## src/rtl/jtframe_sdram_pkg.sv

```systemverilog
// Shared SDRAM-side definitions: word width, ROM slot FSM states, offset width.
package jtframe_sdram_pkg;

  localparam int unsigned SDRAM_DW = 32;

  typedef enum logic [1:0] {
    ST_IDLE = 2'd0,
    ST_REQ  = 2'd1,
    ST_WAIT = 2'd2
  } slot_state_e;

  // Number of CPU address bits selecting a DW-wide unit inside one SDRAM word
  function automatic int unsigned offw(input int unsigned dw);
    return $clog2(SDRAM_DW / dw);
  endfunction

endpackage

```

## src/rtl/jtframe_romslot_if.sv

```systemverilog
// ROM slot bus: CPU-side request/response and SDRAM arbiter handshake.
// slave = ROM slot side, master = CPU decoder / arbiter side.
interface jtframe_romslot_if #(
  parameter int unsigned AW = 18,
  parameter int unsigned DW = 8
);
  import jtframe_sdram_pkg::*;

  localparam int unsigned OFFW = offw(DW);

  logic                rom_cs;
  logic [AW-1:0]       addr;
  logic                rom_ok;
  logic [DW-1:0]       dout;
  logic                sdram_req;
  logic [AW-OFFW-1:0]  sdram_addr;
  logic                sdram_ack;
  logic                data_rdy;
  logic [SDRAM_DW-1:0] din;

  modport slave (
    input  rom_cs, addr, sdram_ack, data_rdy, din,
    output rom_ok, dout, sdram_req, sdram_addr
  );

  modport master (
    output rom_cs, addr, sdram_ack, data_rdy, din,
    input  rom_ok, dout, sdram_req, sdram_addr
  );

endinterface

```

## src/rtl/jtframe_romslot_line.sv

```systemverilog
// One cache line: tag, 32-bit data word and valid flag, with hit compare and word-select mux.
module jtframe_romslot_line
  import jtframe_sdram_pkg::*;
#(
  parameter  int unsigned AW   = 18,
  parameter  int unsigned DW   = 8,
  localparam int unsigned OFFW = offw(DW),
  localparam int unsigned TW   = AW - OFFW
) (
  input  logic                clk,
  input  logic                rst_n,
  input  logic                clr,
  input  logic                wr,
  input  logic                wr_valid,
  input  logic [TW-1:0]       wr_tag,
  input  logic [SDRAM_DW-1:0] wr_data,
  input  logic [TW-1:0]       lk_tag,
  input  logic [OFFW-1:0]     lk_off,
  output logic                hit,
  output logic [DW-1:0]       rd_data
);

  logic [TW-1:0]       tag_q,   tag_d;
  logic [SDRAM_DW-1:0] data_q,  data_d;
  logic                valid_q, valid_d;

  assign hit = valid_q && (tag_q == lk_tag);

  // Select the DW-wide unit addressed by the offset; lowest address sits in the low bits
  always_comb begin
    rd_data = '0;
    for (int unsigned i = 0; i < SDRAM_DW / DW; i++) begin
      if (lk_off == OFFW'(i)) rd_data = data_q[i*DW +: DW];
    end
  end

  // Line update: fill loads tag/data, clear overrides the valid flag
  always_comb begin
    tag_d   = tag_q;
    data_d  = data_q;
    valid_d = valid_q;
    if (wr) begin
      tag_d   = wr_tag;
      data_d  = wr_data;
      valid_d = wr_valid;
    end
    if (clr) valid_d = 1'b0;
  end

  // Line storage
  always_ff @(posedge clk or negedge rst_n) begin
    if (!rst_n) begin
      tag_q   <= '0;
      data_q  <= '0;
      valid_q <= 1'b0;
    end else begin
      tag_q   <= tag_d;
      data_q  <= data_d;
      valid_q <= valid_d;
    end
  end

endmodule

```

## src/rtl/jtframe_romslot.sv

```systemverilog
// SDRAM-side responder for a CPU ROM port: one-word cache line, one SDRAM read per miss.
// Define JTFRAME_ROMSLOT_DUAL_EN for two lines with 1-bit LRU replacement.
module jtframe_romslot
  import jtframe_sdram_pkg::*;
#(
  parameter  int unsigned AW   = 18,
  parameter  int unsigned DW   = 8,
  localparam int unsigned OFFW = offw(DW),
  localparam int unsigned TW   = AW - OFFW
) (
  input logic              clk,
  input logic              rst_n,
  input logic              downloading,
  input logic              flush,
  jtframe_romslot_if.slave bus
);

`ifdef JTFRAME_ROMSLOT_DUAL_EN
  localparam int unsigned NL = 2;
`else
  localparam int unsigned NL = 1;
`endif

  logic [TW-1:0]   tag;
  logic [OFFW-1:0] off;
  logic [NL-1:0]   line_hit;
  logic [NL-1:0]   line_wr;
  logic [DW-1:0]   line_rd [NL];
  logic            hit;
  logic [DW-1:0]   hit_data;
  logic            clr;
  logic            fill;
  logic            fill_valid;
  logic            victim;

  slot_state_e   state_q,      state_d;
  logic          sdram_req_q,  sdram_req_d;
  logic [TW-1:0] sdram_addr_q, sdram_addr_d;
  logic          drop_q,       drop_d;
  logic          rom_ok_q,     rom_ok_d;
  logic [DW-1:0] dout_q,       dout_d;
`ifdef JTFRAME_ROMSLOT_DUAL_EN
  logic          lru_q,        lru_d;
`endif

  assign tag = bus.addr[AW-1:OFFW];
  assign off = bus.addr[OFFW-1:0];
  assign clr = flush | downloading;
  assign hit = |line_hit;

  for (genvar i = 0; i < NL; i++) begin : g_line
    assign line_wr[i] = fill && (victim == 1'(i));
    jtframe_romslot_line #(.AW(AW), .DW(DW)) u_line (
      .clk      (clk),
      .rst_n    (rst_n),
      .clr      (clr),
      .wr       (line_wr[i]),
      .wr_valid (fill_valid),
      .wr_tag   (sdram_addr_q),
      .wr_data  (bus.din),
      .lk_tag   (tag),
      .lk_off   (off),
      .hit      (line_hit[i]),
      .rd_data  (line_rd[i])
    );
  end

  // Hit data mux; line 0 takes priority should both lines match
  always_comb begin
    hit_data = '0;
    for (int unsigned i = NL; i > 0; i--) begin
      if (line_hit[i-1]) hit_data = line_rd[i-1];
    end
  end

`ifdef JTFRAME_ROMSLOT_DUAL_EN
  assign victim = lru_q;

  // LRU pointer: a hit points at the other line; a fill points away from the line just written
  always_comb begin
    lru_d = lru_q;
    if (bus.rom_cs && hit) lru_d = line_hit[0];
    if (fill) lru_d = ~lru_q;
  end
`else
  assign victim = 1'b0;
`endif

  // Registered CPU response, re-evaluated every cycle against the current address
  always_comb begin
    rom_ok_d = bus.rom_cs & hit & ~clr;
    dout_d   = (bus.rom_cs && hit) ? hit_data : dout_q;
  end

  // Fetch FSM. drop_q remembers a flush/download seen during a fetch so the
  // fetch still completes but the filled line is left invalid.
  always_comb begin
    state_d      = state_q;
    sdram_req_d  = sdram_req_q;
    sdram_addr_d = sdram_addr_q;
    drop_d       = drop_q;
    fill         = 1'b0;
    fill_valid   = ~(drop_q | clr);
    case (state_q)
      ST_IDLE: begin
        drop_d = 1'b0;
        if (bus.rom_cs && !hit && !downloading) begin
          state_d      = ST_REQ;
          sdram_req_d  = 1'b1;
          sdram_addr_d = tag;
        end
      end
      ST_REQ: begin
        drop_d = drop_q | clr;
        if (bus.sdram_ack) begin
          sdram_req_d = 1'b0;
          if (bus.data_rdy) begin
            fill    = 1'b1;
            state_d = ST_IDLE;
          end else begin
            state_d = ST_WAIT;
          end
        end
      end
      ST_WAIT: begin
        drop_d = drop_q | clr;
        if (bus.data_rdy) begin
          fill    = 1'b1;
          state_d = ST_IDLE;
        end
      end
      default: state_d = ST_IDLE;
    endcase
  end

  // State and output registers
  always_ff @(posedge clk or negedge rst_n) begin
    if (!rst_n) begin
      state_q      <= ST_IDLE;
      sdram_req_q  <= 1'b0;
      sdram_addr_q <= '0;
      drop_q       <= 1'b0;
      rom_ok_q     <= 1'b0;
      dout_q       <= '0;
`ifdef JTFRAME_ROMSLOT_DUAL_EN
      lru_q        <= 1'b0;
`endif
    end else begin
      state_q      <= state_d;
      sdram_req_q  <= sdram_req_d;
      sdram_addr_q <= sdram_addr_d;
      drop_q       <= drop_d;
      rom_ok_q     <= rom_ok_d;
      dout_q       <= dout_d;
`ifdef JTFRAME_ROMSLOT_DUAL_EN
      lru_q        <= lru_d;
`endif
    end
  end

  assign bus.rom_ok     = rom_ok_q;
  assign bus.dout       = dout_q;
  assign bus.sdram_req  = sdram_req_q;
  assign bus.sdram_addr = sdram_addr_q;

endmodule

```

## src/flat_wrapper.sv

```systemverilog
// flat-port wrapper written by rule: the top's interface ports become plain ports
module jtframe_romslot_flat import jtframe_sdram_pkg::*;
#(
  parameter  int unsigned AW   = 18,
  parameter  int unsigned DW   = 8,
  localparam int unsigned OFFW = offw(DW),
  localparam int unsigned TW   = AW - OFFW
)
  (clk, rst_n, downloading, flush, bus_rom_cs, bus_addr, bus_sdram_ack, bus_data_rdy, bus_din, bus_rom_ok, bus_dout, bus_sdram_req, bus_sdram_addr);
  jtframe_romslot_if #(.AW(AW), .DW(DW)) bus_i ();
  input logic clk;
  input logic rst_n;
  input logic downloading;
  input logic flush;
  input wire logic [$bits(bus_i.rom_cs)-1:0] bus_rom_cs;
  input wire logic [$bits(bus_i.addr)-1:0] bus_addr;
  input wire logic [$bits(bus_i.sdram_ack)-1:0] bus_sdram_ack;
  input wire logic [$bits(bus_i.data_rdy)-1:0] bus_data_rdy;
  input wire logic [$bits(bus_i.din)-1:0] bus_din;
  output wire logic [$bits(bus_i.rom_ok)-1:0] bus_rom_ok;
  output wire logic [$bits(bus_i.dout)-1:0] bus_dout;
  output wire logic [$bits(bus_i.sdram_req)-1:0] bus_sdram_req;
  output wire logic [$bits(bus_i.sdram_addr)-1:0] bus_sdram_addr;
  assign bus_i.rom_cs = bus_rom_cs;
  assign bus_i.addr = bus_addr;
  assign bus_i.sdram_ack = bus_sdram_ack;
  assign bus_i.data_rdy = bus_data_rdy;
  assign bus_i.din = bus_din;
  assign bus_rom_ok = bus_i.rom_ok;
  assign bus_dout = bus_i.dout;
  assign bus_sdram_req = bus_i.sdram_req;
  assign bus_sdram_addr = bus_i.sdram_addr;
  jtframe_romslot #(.AW(AW), .DW(DW)) u_core (.clk(clk), .rst_n(rst_n), .downloading(downloading), .flush(flush), .bus(bus_i));
endmodule
```

## config.mk

```make
export PLATFORM = sky130hd
export DESIGN_NAME = jtframe_romslot_flat
export DESIGN_NICKNAME = d
export VERILOG_FILES = /design/src/rtl/jtframe_sdram_pkg.sv /design/src/rtl/jtframe_romslot_if.sv /design/src/rtl/jtframe_romslot_line.sv /design/src/rtl/jtframe_romslot.sv /design/src/flat_wrapper.sv
export SDC_FILE = /design/constraint.sdc
export NUM_CORES = 1
export LEC_CHECK = 0
export BUFFER_PORTS_ARGS = -buffer_cell sky130_fd_sc_hd__buf_2
export CAP_MARGIN = 10
export CORE_MARGIN = 2
export CORE_UTILIZATION = 40
export DETAILED_ROUTE_END_ITERATION = 10
export GPL_TIMING_DRIVEN = 0
export PLACE_DENSITY = 0.73
export RECOVER_POWER = 50
export REMOVE_ABC_BUFFERS = 1
export SYNTH_ARGS = -nofsm -noshare
export SYNTH_HDL_FRONTEND = slang
export SYNTH_SLANG_ARGS = --single-unit
```

## constraint.sdc

```tcl
create_clock -name clk -period 2.2 [get_ports clk]
set_clock_uncertainty 0.15 [all_clocks]
set_input_delay 0.11 -clock clk [delete_from_list [all_inputs] [get_ports clk]]
set_output_delay 0.11 -clock clk [all_outputs]
set_load 0.005 [all_outputs]
```

==> metrics.log, run 1 <==
[metrics] number of enable flip-flop cells after synthesis: 0
[metrics] number of endpoints failing setup at the final stage: 0
[metrics] worst rel slew slack: approximately a quarter
[metrics] sequential element share of the synthesized area: between 50% and 60%
[metrics] Clk pwr share: 19.9%
[metrics] number of vias after detailed routing: around 2.4k
[metrics] antenna diode instance count: 0
[metrics] remaining antenna violation count: 0
[metrics] worst min path class: primary input to flip-flop
[metrics] Boundary Pins: 83
[metrics] critical path arrival: between 2000 and 2500 ps
[metrics] number of standard cells after synthesis: ~230
[metrics] required time of the worst setup path: 2270 ps
[metrics] setup repair after global routing missed its margin: no
[metrics] Starting Density: 40.64%
[metrics] number of buffers added on ports: just over 80
[metrics] startpoint types: primary input
[metrics] maximum clock frequency: between 0.4 and 0.5 GHz
[metrics] number of buffers on the longest clock path: 2
[metrics] sequential cell area: approximately 0.0020 sq mm
[metrics] sequential power share: 45.7%
[metrics] Worst path max stage delay: 540 ps
[metrics] syn avg cell area: about 15 sq um
[metrics] dominant combinational cell family by area after synthesis: multiplexers
[metrics] Compound-Gate Fraction of Synth Area: between 2 and 3%
[metrics] fraction of layout cells with a size suffix above 1: 48.56%
[metrics] total number of placement rows: 34
[metrics] multiplexer fraction of the synthesized cell area: between 20% and 30%
[metrics] CTS sink cnt: 78
[metrics] M2 GR Usage: approximately a quarter
[metrics] power density of the placed cells: between 1000 and 1500 mW/mm^2
[metrics] global placer's final weighted congestion: 0.7008
[metrics] cells along the critical path: dlygate4sd3_1 > buf_2 > xnor2_1 > nand4_1 > nor3_4 > a21oi_4 > buf_12 > mux2_4
[metrics] top library cells by usage in the layout, fill and taps aside: 78 x dfrtp_1, 74 x buf_2, 62 x mux2_2
[metrics] overall routed net length: 7.220 mm
[metrics] slowest stage cell on the critical path: dlygate4sd3_1
[metrics] drt initial violations: between 40 and 50
[metrics] Leakage Power: around 2.2 nW
[metrics] clock tree from TritonCTS: done
[metrics] cell area after technology mapping: between 0.003 and 0.004 sq mm
[metrics] post-layout util: approximately 56%
[metrics] worst setup path startpoint: bus_addr[13]
[metrics] combinational share of power: between 30% and 40%
[metrics] Seq cells post-synth: between 70 and 80
[metrics] endpoint type of the worst setup path: flip-flop
[metrics] switching share of total power: 29.46%
[metrics] die height: between 90 and 100 um
[metrics] R2R Path Start: u_core.state_q[1]
[metrics] placeable core region: between 0.008 and 0.009 sq mm
[metrics] adder and majority gate portion of the synthesized area: 1.433%
[metrics] final worst path period need: between 2000 and 2500 ps
[metrics] largest fanout of any net on the critical path: 16
[metrics] clock tree root buffer cell: clkbuf_8
[metrics] clock latency on the worst-skew pair: about 340 ps
[metrics] GRT overflow: 0
[metrics] average wire per cell in the routed design: 14.76 um
[metrics] global-route usage over all layers: approximately 16%
[metrics] simple logic cell fraction of the synthesized area: under 10%
[metrics] number of levels in the clock H-tree: 3
[metrics] largest net degree at the start of global routing: 61
[metrics] number of distinct library cells after synthesis: 33
[metrics] Num CTS Buffers: 9
[metrics] drt pass-1 iters: 4
[metrics] most common library cell in the layout ignoring fill and taps: dfrtp_1
[metrics] XOR/XNOR share of the synthesized area: between 4 and 5%
[metrics] footprint of the multi-input gates: approximately 0.0015 sq mm
[metrics] final net count: around 440
[metrics] most heavily used metal layer in global routing: met2
[metrics] Post-Route Setup TNS: 0 ps
[metrics] warnings from Yosys: 0
[metrics] measured slew at the worst slew-check pin: between 1000 and 1500 ps
[metrics] wire length of the first global-routing pass: approximately 12 mm
[metrics] post-DR vias/cell: 4.834
[metrics] via count of the first global-routing pass: 2546
[metrics] number of fill cells in the layout: ~730
[metrics] max-slew violation count: 0
[metrics] switching power total: approximately 0.0016 W
[metrics] clock transition at the registers of the reported paths: 80 ps
[metrics] final hold viol count: 0
[metrics] crit path buf inv count: 3
[metrics] final HPWL from detailed placement: around 5 mm
[metrics] Die Wd: roughly 97 um
[metrics] share of flip-flops with an asynchronous set or reset after synthesis: 100.0%
[metrics] worst hold start: bus_data_rdy
[metrics] cell family contributing the most delay on the critical path: buffers and inverters
[metrics] number of remaining DRC errors: 0
[metrics] critical setup path kind: primary input to flip-flop
[metrics] Int Pwr: ~0.0038 W
[metrics] max-capacitance violation count: 0
[metrics] area grow syn2layout: 38.41%
[metrics] met1 global-route usage: 21.15%
[metrics] antenna violations before repair: 0
[metrics] worst supply voltage drop on vdd: 0.0005767 V
[metrics] global-route track usage on met3: approximately 2.6%
[metrics] final critical-path share of the clock period: 93.55%
[metrics] dominant register cell in the synthesized netlist: dfrtp_1
[metrics] outcome: finished clean
[metrics] Die Area: between 0.009 and 0.01 sq mm
==> cell type report <==
| type | instances | area share (%) |
|---|---|---|
| Inverter | 4 | 0.3106 |
| Sequential cell | 78 | 40.38 |
| Timing Repair Buffer | 141 | 21.12 |
| Tap cell | 108 | 2.796 |
| Clock inverter | 5 | 1.217 |
| Clock buffer | 10 | 2.848 |
| Multi-Input combinational cell | 143 | 31.32 |
==> metrics by stage <==
step | hold slack [ps] | total power, W | setup WS (ps) | cells | cell area [sq um]
after CTS | 17.57 | 0.005354 | 13.24 | 488 | 4811
after global routing | 140.0 | 0.005694 | 28.86 | 489 | 4833
final | 111.1 | 0.005330 | 141.8 | 489 | 4833
after detailed placement | -142.0 | 0.004176 | -182.2 | 416 | 4055
after floorplan | -335.6 | 0.003610 | -1393 | 224 | 3452
after global placement | 168.4 | 0.004049 | -2753 | 414 | 3998
==> state kept, by name, indices dropped and copies added (netlist names) <==
name and flops:
u_core.bus.sdram_req 1, u_core.state_q 2, u_core.drop_q 1, u_core.g_line.u_line.valid_q 1
u_core.g_line.u_line.tag_q 16, u_core.bus.sdram_addr 16, u_core.g_line.u_line.data_q 32, u_core.bus.dout 8
u_core.bus.rom_ok 1
==> tightest hold or removal path, stage by stage <==
cell and delay, ps:
buf_2 110, nor2b_1 60, a21oi_1 180, a2bb2oi_1 90
==> power by group through the flow <==
stage	clock [W]	sequential [W]	combinational [W]
detailed placement	0	0.00246	0.00171
global placement	0	0.00241	0.00164
CTS	0.00109	0.00244	0.00183
floorplan	0	0.00237	0.00124
global route	0.00116	0.00252	0.00202
finish	0.00106	0.00244	0.00183
==> timing repair <==
action,4_1_cts,5_1_grt
setup endpoints to repair,30,35
hold endpoints to repair,130,0
gates resized for setup,0,4
gates cloned,1,0
hold buffers,53,0
setup buffers,3,1
pin swaps,1,1
==> layer usage <==
layer  part of all wire (%)  wire [um]
met1                     46       3293
met2                     50       3630
met3                    2.9        206
met4                    1.2         90
met5                      0          0
==> synthesized netlist by cell type (2+ instances only) <==
cell type	count	area [sq um]
mux2_4	10	150.1
nor3_1	2	10.01
xnor2_1	16	140.1
mux4_2	8	180.2
nand2b_1	2	12.51
nand2_1	7	26.28
nor2b_1	2	12.51
nand4_1	5	31.28
dfrtp_1	78	1952
nor2_1	4	15.01
inv_1	4	15.01
ha_1	4	50.05
nand3_1	4	20.02
mux2_2	62	698.2
a21oi_1	3	15.01
clkbuf_1	4	15.01
==> logic make-up (layout without fill, tap and decap cells) <==
group / count (synthesis) / after routing
adder cells (fa/ha/maj): 4 / 4
AO/OA/AOI/OAI: 11 / 11
AND/OR/NAND/NOR: 31 / 32
XOR/XNOR: 16 / 16
buffers and inverters: 12 / 160
multiplexers: 80 / 80
flip-flops: 78 / 78
==> worst paths after layout <==
path / endpoint / slack (ps) / depth (start not counted)
setup reg to reg: u_core.g_line[0].u_line.data_q[2] / 180 / 6
setup / recovery: u_core.bus.sdram_addr[8] / 140 / 8
hold / removal: u_core.state_q[0] / 110 / 4
hold reg to reg: u_core.g_line[0].u_line.valid_q / 320 / 1
max in group asynchronous: u_core.g_line[0].u_line.tag_q[14] / 690 / 3
min in group asynchronous: u_core.g_line[0].u_line.data_q[0] / 360 / 2
Note: power is estimated with default switching activity, not from simulation.
==> run 2: changes to the inputs <==
Settings changed: BUFFER_PORTS_ARGS -buffer_cell sky130_fd_sc_hd__buf_2 to -buffer_cell sky130_fd_sc_hd__clkbuf_2, SLEW_MARGIN set to 5.
==> run 2 against run 1 <==
Effect of this change:
- final area decreased by 0.47%
- critical path depth unchanged
- via count increased by 0.25%
- total power decreased by 0.68%
- global-route usage increased by 0.74 points
- sequential power about the same
- count of clock-buffer cells in the layout increased by 1
- sequential share of layout area increased by 0.19 points
==> metrics.log, run 2 (synthesis gave the netlist of run 1 again) <==
[metrics] outcome: finished clean
[metrics] max-slew violation count: 0
[metrics] startpoint types: primary input
[metrics] global-route usage over all layers: between 10% and 20%
[metrics] critical setup path kind: primary input to flip-flop
[metrics] remaining antenna violation count: 0
[metrics] most heavily used metal layer in global routing: met2
[metrics] global-route track usage on met3: around 3.0%
[metrics] number of buffers added on ports: just over 80
[metrics] setup repair after global routing missed its margin: no
[metrics] Num CTS Buffers: 9
[metrics] antenna diode instance count: 0
[metrics] via count of the first global-routing pass: between 2k and 3k
[metrics] number of fill cells in the layout: 742
[metrics] Total Power Consumption: approximately 0.0053 W
[metrics] Boundary Pins: 83
[metrics] antenna violations before repair: 0
[metrics] largest net degree at the start of global routing: between 60 and 70
[metrics] power density of the placed cells: 1100 mW/mm^2
[metrics] clock tree from TritonCTS: done
[metrics] post-DR vias/cell: roughly 4.8
[metrics] Non-Filler Cell Area, Final: slightly below 0.005 sq mm
[metrics] R2R Path Start: u_core.g_line[0].u_line.tag_q[11]
[metrics] clock tree root buffer cell: clkbuf_8
[metrics] number of vias after detailed routing: 2370
[metrics] register with the most flip-flops: u_core.g_line.u_line.data_q
[metrics] largest fanout of any net on the critical path: 16
[metrics] worst rel slew slack: a little under a third
[metrics] sequential cell area: 0.001952 sq mm
[metrics] number of flip-flops under the largest register name: 32
[metrics] number of levels in the clock H-tree: 3
[metrics] footprint of the multi-input gates: between 0.001 and 0.0015 sq mm
[metrics] overall routed net length: ~7.5 mm
[metrics] die height: 97.44 um
[metrics] Die Wd: 97.44 um
[metrics] minimum hold slack: a little over 100 ps
[metrics] CTS sink cnt: 78
[metrics] drt pass-1 iters: 4
[metrics] Starting Density: approximately 40%
[metrics] required time of the worst setup path: ~2300 ps
[metrics] worst hold start: bus_data_rdy
[metrics] measured slew at the worst slew-check pin: around 1000 ps
[metrics] FF-to-FF path depth: 6
[metrics] worst supply voltage drop on vdd: between 0.0005 and 0.0006 V
[metrics] Leakage Power: about 2.2 nW
[metrics] number of endpoints failing setup at the final stage: 0
[metrics] max-capacitance violation count: 0
[metrics] Die Area: about 0.0095 sq mm
[metrics] global placer's final weighted congestion: between 0.7 and 0.8
[metrics] worst setup path startpoint: bus_addr[13]
[metrics] final hold viol count: 0
[metrics] number of cells on the worst hold path: 4
[metrics] area grow syn2layout: 37.76%
[metrics] clock transition at the registers of the reported paths: ~70 ps
[metrics] average wire per cell in the routed design: 15.24 um
[metrics] total number of placement rows: 34
[metrics] final HPWL from detailed placement: between 4 and 5 mm
[metrics] post-layout util: 55.98%
[metrics] final worst path period need: approximately 2100 ps
[metrics] M2 GR Usage: between 20 and 30%
[metrics] met1 global-route usage: between 20% and 30%
[metrics] GRT overflow: 0
[metrics] number of remaining DRC errors: 0
[metrics] drt initial violations: 70
[metrics] endpoint type of the worst setup path: flip-flop
[metrics] fraction of layout cells with a size suffix above 1: 47.51%
[metrics] wire length of the first global-routing pass: roughly 13 mm
[metrics] maximum clock frequency: 0.4773 GHz
[metrics] number of buffers on the longest clock path: 2
[metrics] instance area after placement: approximately 0.0041 sq mm
[metrics] most common library cell in the layout ignoring fill and taps: dfrtp_1
[metrics] critical path arrival: 2160 ps
[metrics] final net count: around 440
[metrics] worst min path class: primary input to flip-flop
[metrics] final critical-path share of the clock period: a little over nine tenths
[metrics] clock latency on the worst-skew pair: between 300 and 400 ps
[metrics] top library cells by usage in the layout, fill and taps aside: 78 x dfrtp_1, 73 x clkbuf_2, 62 x mux2_2
[metrics] placeable core region: ~0.0086 sq mm
==> run 2: cell count changes in the layout (fill, tap and decap cells not counted), moves of 2 or more <==
cell and change:
buf_2 -74, clkbuf_1 +3, clkbuf_2 +73, clkinv_4 +2
==> run 2: routing by layer <==
layer | routed length (um) | share of wire, %
met1 | 3228 | 43
met2 | 3891 | 52
met3 | 206 | 2.8
met4 | 127 | 1.7
met5 | 0 | 0
==> run 2: timing repair <==
action,in CTS,in global routing
setup endpoints to repair,35,8
hold buffers,53,0
hold endpoints to repair,130,0
setup buffers,4,0
cloned,0,0
pin swaps,1,0
resized for setup,0,1
==> run 2: critical path, stage by stage <==
cell           delay [ps]
dlygate4sd3_1         530
clkbuf_2              120
xnor2_1               240
nand4_1               190
nor3_4                360
a21oi_4               110
buf_12                170
mux2_4                310
==> run 2: layout make-up <==
class	count	share of cell area (%)
clock inverter	5	1.248
sequential	78	40.57
inverter	4	0.3121
clock buffer	11	2.731
multi-input combinational	142	31.13
tap	108	2.809
timing repair buffer	141	21.20
==> run 2: path summary, 6_finish.rpt <==
kind | end | slack, ps
min in group asynchronous | u_core.g_line[0].u_line.data_q[19] | 330
worst max register to register | u_core.bus.sdram_addr[5] | 150
worst min-delay path | u_core.state_q[0] | 100
worst max-delay path | u_core.bus.sdram_addr[5] | 100
max in group asynchronous | u_core.bus.sdram_req | 730
worst min register to register | u_core.g_line[0].u_line.valid_q | 330
==> run 2: per-stage QoR <==
step	setup WS, ps	setup TNS (ps)	std cells
floorplan	-1393	-66220	224
global placement	-2800	-125760	414
detailed placement	-151.1	-4552	416
CTS	37.61	0	489
global route	28.39	0	489
finish	104.7	0	489
==> run 2: power breakdown <==
part	total (W)	internal [W]	switching, W
Clock	0.00104	0.000528	0.000510
Combinational	0.00180	0.00115	0.000654
Sequential	0.00245	0.00205	0.000400
Total	0.00529	0.00373	0.00156
==> run 3: changes to the inputs <==
Settings changed: ABC_AREA set to 1, CTS_CLUSTER_DIAMETER set to 40.
==> run 3 against run 2 <==
Effect of this change:
- combinational power down 11%
- flip-flop and latch count unchanged
- largest cell class unchanged
- synthesized cell count up 64%
- critical endpoint is now u_core.g_line[0].u_line.data_q[28]
- cell count up 30%
- largest power group unchanged
- non-clock buffer count up 1
==> metrics.log, run 3 <==
[metrics] drt initial violations: 97
[metrics] area share of the largest cell type after synthesis: a little over half
[metrics] cell area after technology mapping: roughly 0.0037 sq mm
[metrics] Starting Density: a little over two fifths
[metrics] Die Wd: ~100 um
[metrics] number of fill cells in the layout: between 700 and 800
[metrics] via count of the first global-routing pass: around 3.2k
[metrics] critical path arrival: 2150 ps
[metrics] area grow syn2layout: 35.57%
[metrics] clock latency on the worst-skew pair: between 300 and 400 ps
[metrics] worst supply voltage drop on vdd: 0.0005105 V
[metrics] sequential cell area: between 0.0015 and 0.002 sq mm
[metrics] Boundary Pins: 83
[metrics] register with the most flip-flops: u_core.g_line.u_line.data_q
[metrics] Die Area: about 0.01 sq mm
[metrics] clock tree from TritonCTS: done
[metrics] outcome: finished clean
[metrics] dominant register cell in the synthesized netlist: dfrtp_1
[metrics] number of standard cells after synthesis: 381
[metrics] worst setup slack after layout: ~140 ps
[metrics] GRT overflow: 0
[metrics] number of levels in the clock H-tree: 3
[metrics] wire length of the first global-routing pass: ~15 mm
[metrics] final HPWL from detailed placement: between 6 and 7 mm
[metrics] largest fanout of any net on the critical path: 28
[metrics] number of buffers added on ports: 82
[metrics] critical setup path kind: flip-flop to flip-flop
[metrics] post-DR vias/cell: approximately 4.9
[metrics] sequential element share of the synthesized area: 53.04%
[metrics] top cells by area, synth: dfrtp_1 53%, nand2_1 8.4%, mux2_2 8.0%
[metrics] total number of placement rows: 34
[metrics] drt pass-1 iters: 5
[metrics] cell with the most instances after synthesis: nand2_1
[metrics] Setup WS pre-CTS: about 39 ps
[metrics] remaining antenna violation count: 0
[metrics] final critical-path share of the clock period: a little over nine tenths
[metrics] startpoint types: flip-flop
[metrics] clock tree root buffer cell: clkbuf_8
[metrics] global-route usage over all layers: a little under a fifth
[metrics] footprint of the multi-input gates: 0.001478 sq mm
[metrics] Leakage Power: ~2.6 nW
[metrics] global placer's final weighted congestion: around 0.83
[metrics] antenna violations before repair: 0
[metrics] final net count: a little under 600
[metrics] required time of the worst setup path: approximately 2300 ps
[metrics] final hold viol count: 0
[metrics] endpoint type of the worst setup path: flip-flop
[metrics] max-capacitance violation count: 0
[metrics] top library cells by usage in the layout, fill and taps aside: 82 x nand2_1, 78 x dfrtp_1, 77 x clkbuf_2
[metrics] measured slew at the worst slew-check pin: a little under 900 ps
[metrics] most common library cell in the layout ignoring fill and taps: nand2_1
[metrics] share of flip-flops with an asynchronous set or reset after synthesis: 100.0%
[metrics] largest net degree at the start of global routing: 44
[metrics] commonest cells in the synthesized netlist: 82 x nand2_1, 78 x dfrtp_1, 39 x inv_1
[metrics] final worst path period need: slightly above 2000 ps
[metrics] power density of the placed cells: ~1000 mW/mm^2
[metrics] number of buffers on the longest clock path: 2
[metrics] number of enable flip-flop cells after synthesis: 0
[metrics] biggest area consumer among synthesized cells: dfrtp_1
[metrics] number of gates resized after cts: 0
[metrics] number of vias after detailed routing: around 3.1k
[metrics] number of flip-flops under the largest register name: 32
[metrics] die height: ~100 um
[metrics] maximum clock frequency: between 0.4 and 0.5 GHz
[metrics] post-layout util: around 57%
[metrics] number of remaining DRC errors: 0
[metrics] average wire per cell in the routed design: 13.77 um
[metrics] placeable core region: a little under 0.009 sq mm
[metrics] number of endpoints failing setup at the final stage: 0
[metrics] overall routed net length: around 8.8 mm
[metrics] clock transition at the registers of the reported paths: ~80 ps
[metrics] antenna diode instance count: 0
[metrics] CTS sink cnt: a little under 80
[metrics] max-slew violation count: 0
[metrics] warnings from Yosys: 0
[metrics] fraction of layout cells with a size suffix above 1: between 20% and 30%
[metrics] Seq cells post-synth: 78
[metrics] Num CTS Buffers: 9
[metrics] syn avg cell area: just under 10 sq um
[metrics] number of distinct library cells after synthesis: 36
[metrics] worst min path class: primary input to flip-flop
[metrics] setup repair after global routing missed its margin: no
[metrics] worst rel slew slack: 41.03%
==> run 3: cell types whose count changed after synthesis, sizes merged, moves of 13 or more <==
cell | previous run | this run
nor2 | 5 | 35
nand2 | 7 | 84
nand3 | 5 | 19
a21oi | 4 | 17
mux2 | 72 | 35
xnor2 | 16 | 3
o21ai | 0 | 31
inv | 4 | 41
==> run 3: logic make-up after synthesis <==
logic type | count (synthesis) | share of synthesized area, %
and+or+nand+nor | 149 | 17.31
DFF | 78 | 53.04
AOI/OAI and AO/OA | 58 | 9.555
buffers and inverters | 53 | 7.038
muxes | 36 | 10.98
adders and majority gates | 4 | 1.360
xor gates and xnor gates | 3 | 0.7142
==> run 3: routing by layer <==
layer	track usage, %	share of wire [%]
met1	22.95	44
met3	3.343	3.3
met5	0	0
met4	8.641	2.0
met2	32.07	50
==> run 3: timing repair <==
item                                   CTS  global route
setup buffers                            0             3
setup endpoints to repair                0            29
hold buffers                            54             0
endpoints found under the hold margin   87             0
==> run 3: final timing paths <==
path | cells past startpoint | slack (ps) | startpoint | to
worst max-delay path | 8 | 140 | u_core.state_q[1] | u_core.g_line[0].u_line.data_q[28]
worst min-delay path | 6 | 30 | downloading | u_core.bus.sdram_addr[10]
worst max register to register | 8 | 140 | u_core.state_q[1] | u_core.g_line[0].u_line.data_q[28]
worst min register to register | 2 | 340 | u_core.bus.dout[5] | u_core.bus.dout[5]
max in group asynchronous | 3 | 460 | rst_n | u_core.bus.sdram_addr[14]
min in group asynchronous | 2 | 250 | rst_n | u_core.g_line[0].u_line.data_q[24]
==> run 3: critical path, cell delays in order (launching register included) <==
cell and delay, ps:
dfrtp_1 410, inv_1 100, ha_1 220, nand2_1 90, inv_1 80, o211ai_4 210
buf_12 140, buf_12 180, mux2_2 360
==> run 3: stage by stage <==
step	cells	TNS (ps)	hold slack [ps]	area, sq um	power, W
finish	636	0	28.45	4989	0.005202
global route	636	0	37.25	4989	0.005579
CTS	633	0	11.54	4975	0.005238
detailed placement	563	0	-12.01	4203	0.003917
global placement	560	-71020	175.5	4124	0.003771
floorplan	370	-34310	-335.6	3578	0.003329
==> run 3: final cells by class <==
| type | count | area share (%) |
|---|---|---|
| flip-flops and latches | 78 | 39.13 |
| multi-input cells | 250 | 29.62 |
| repair buffers | 142 | 20.74 |
| inverters | 42 | 3.160 |
| clock buffers | 10 | 2.759 |
| well taps | 108 | 2.709 |
| clock inverters | 6 | 1.881 |
==> run 3: report_power, final <==
part	internal, W	total (W)	switching, W
registers	0.00201	0.00237	0.000360
logic	0.000795	0.00160	0.000807
clock network	0.000678	0.00123	0.000551
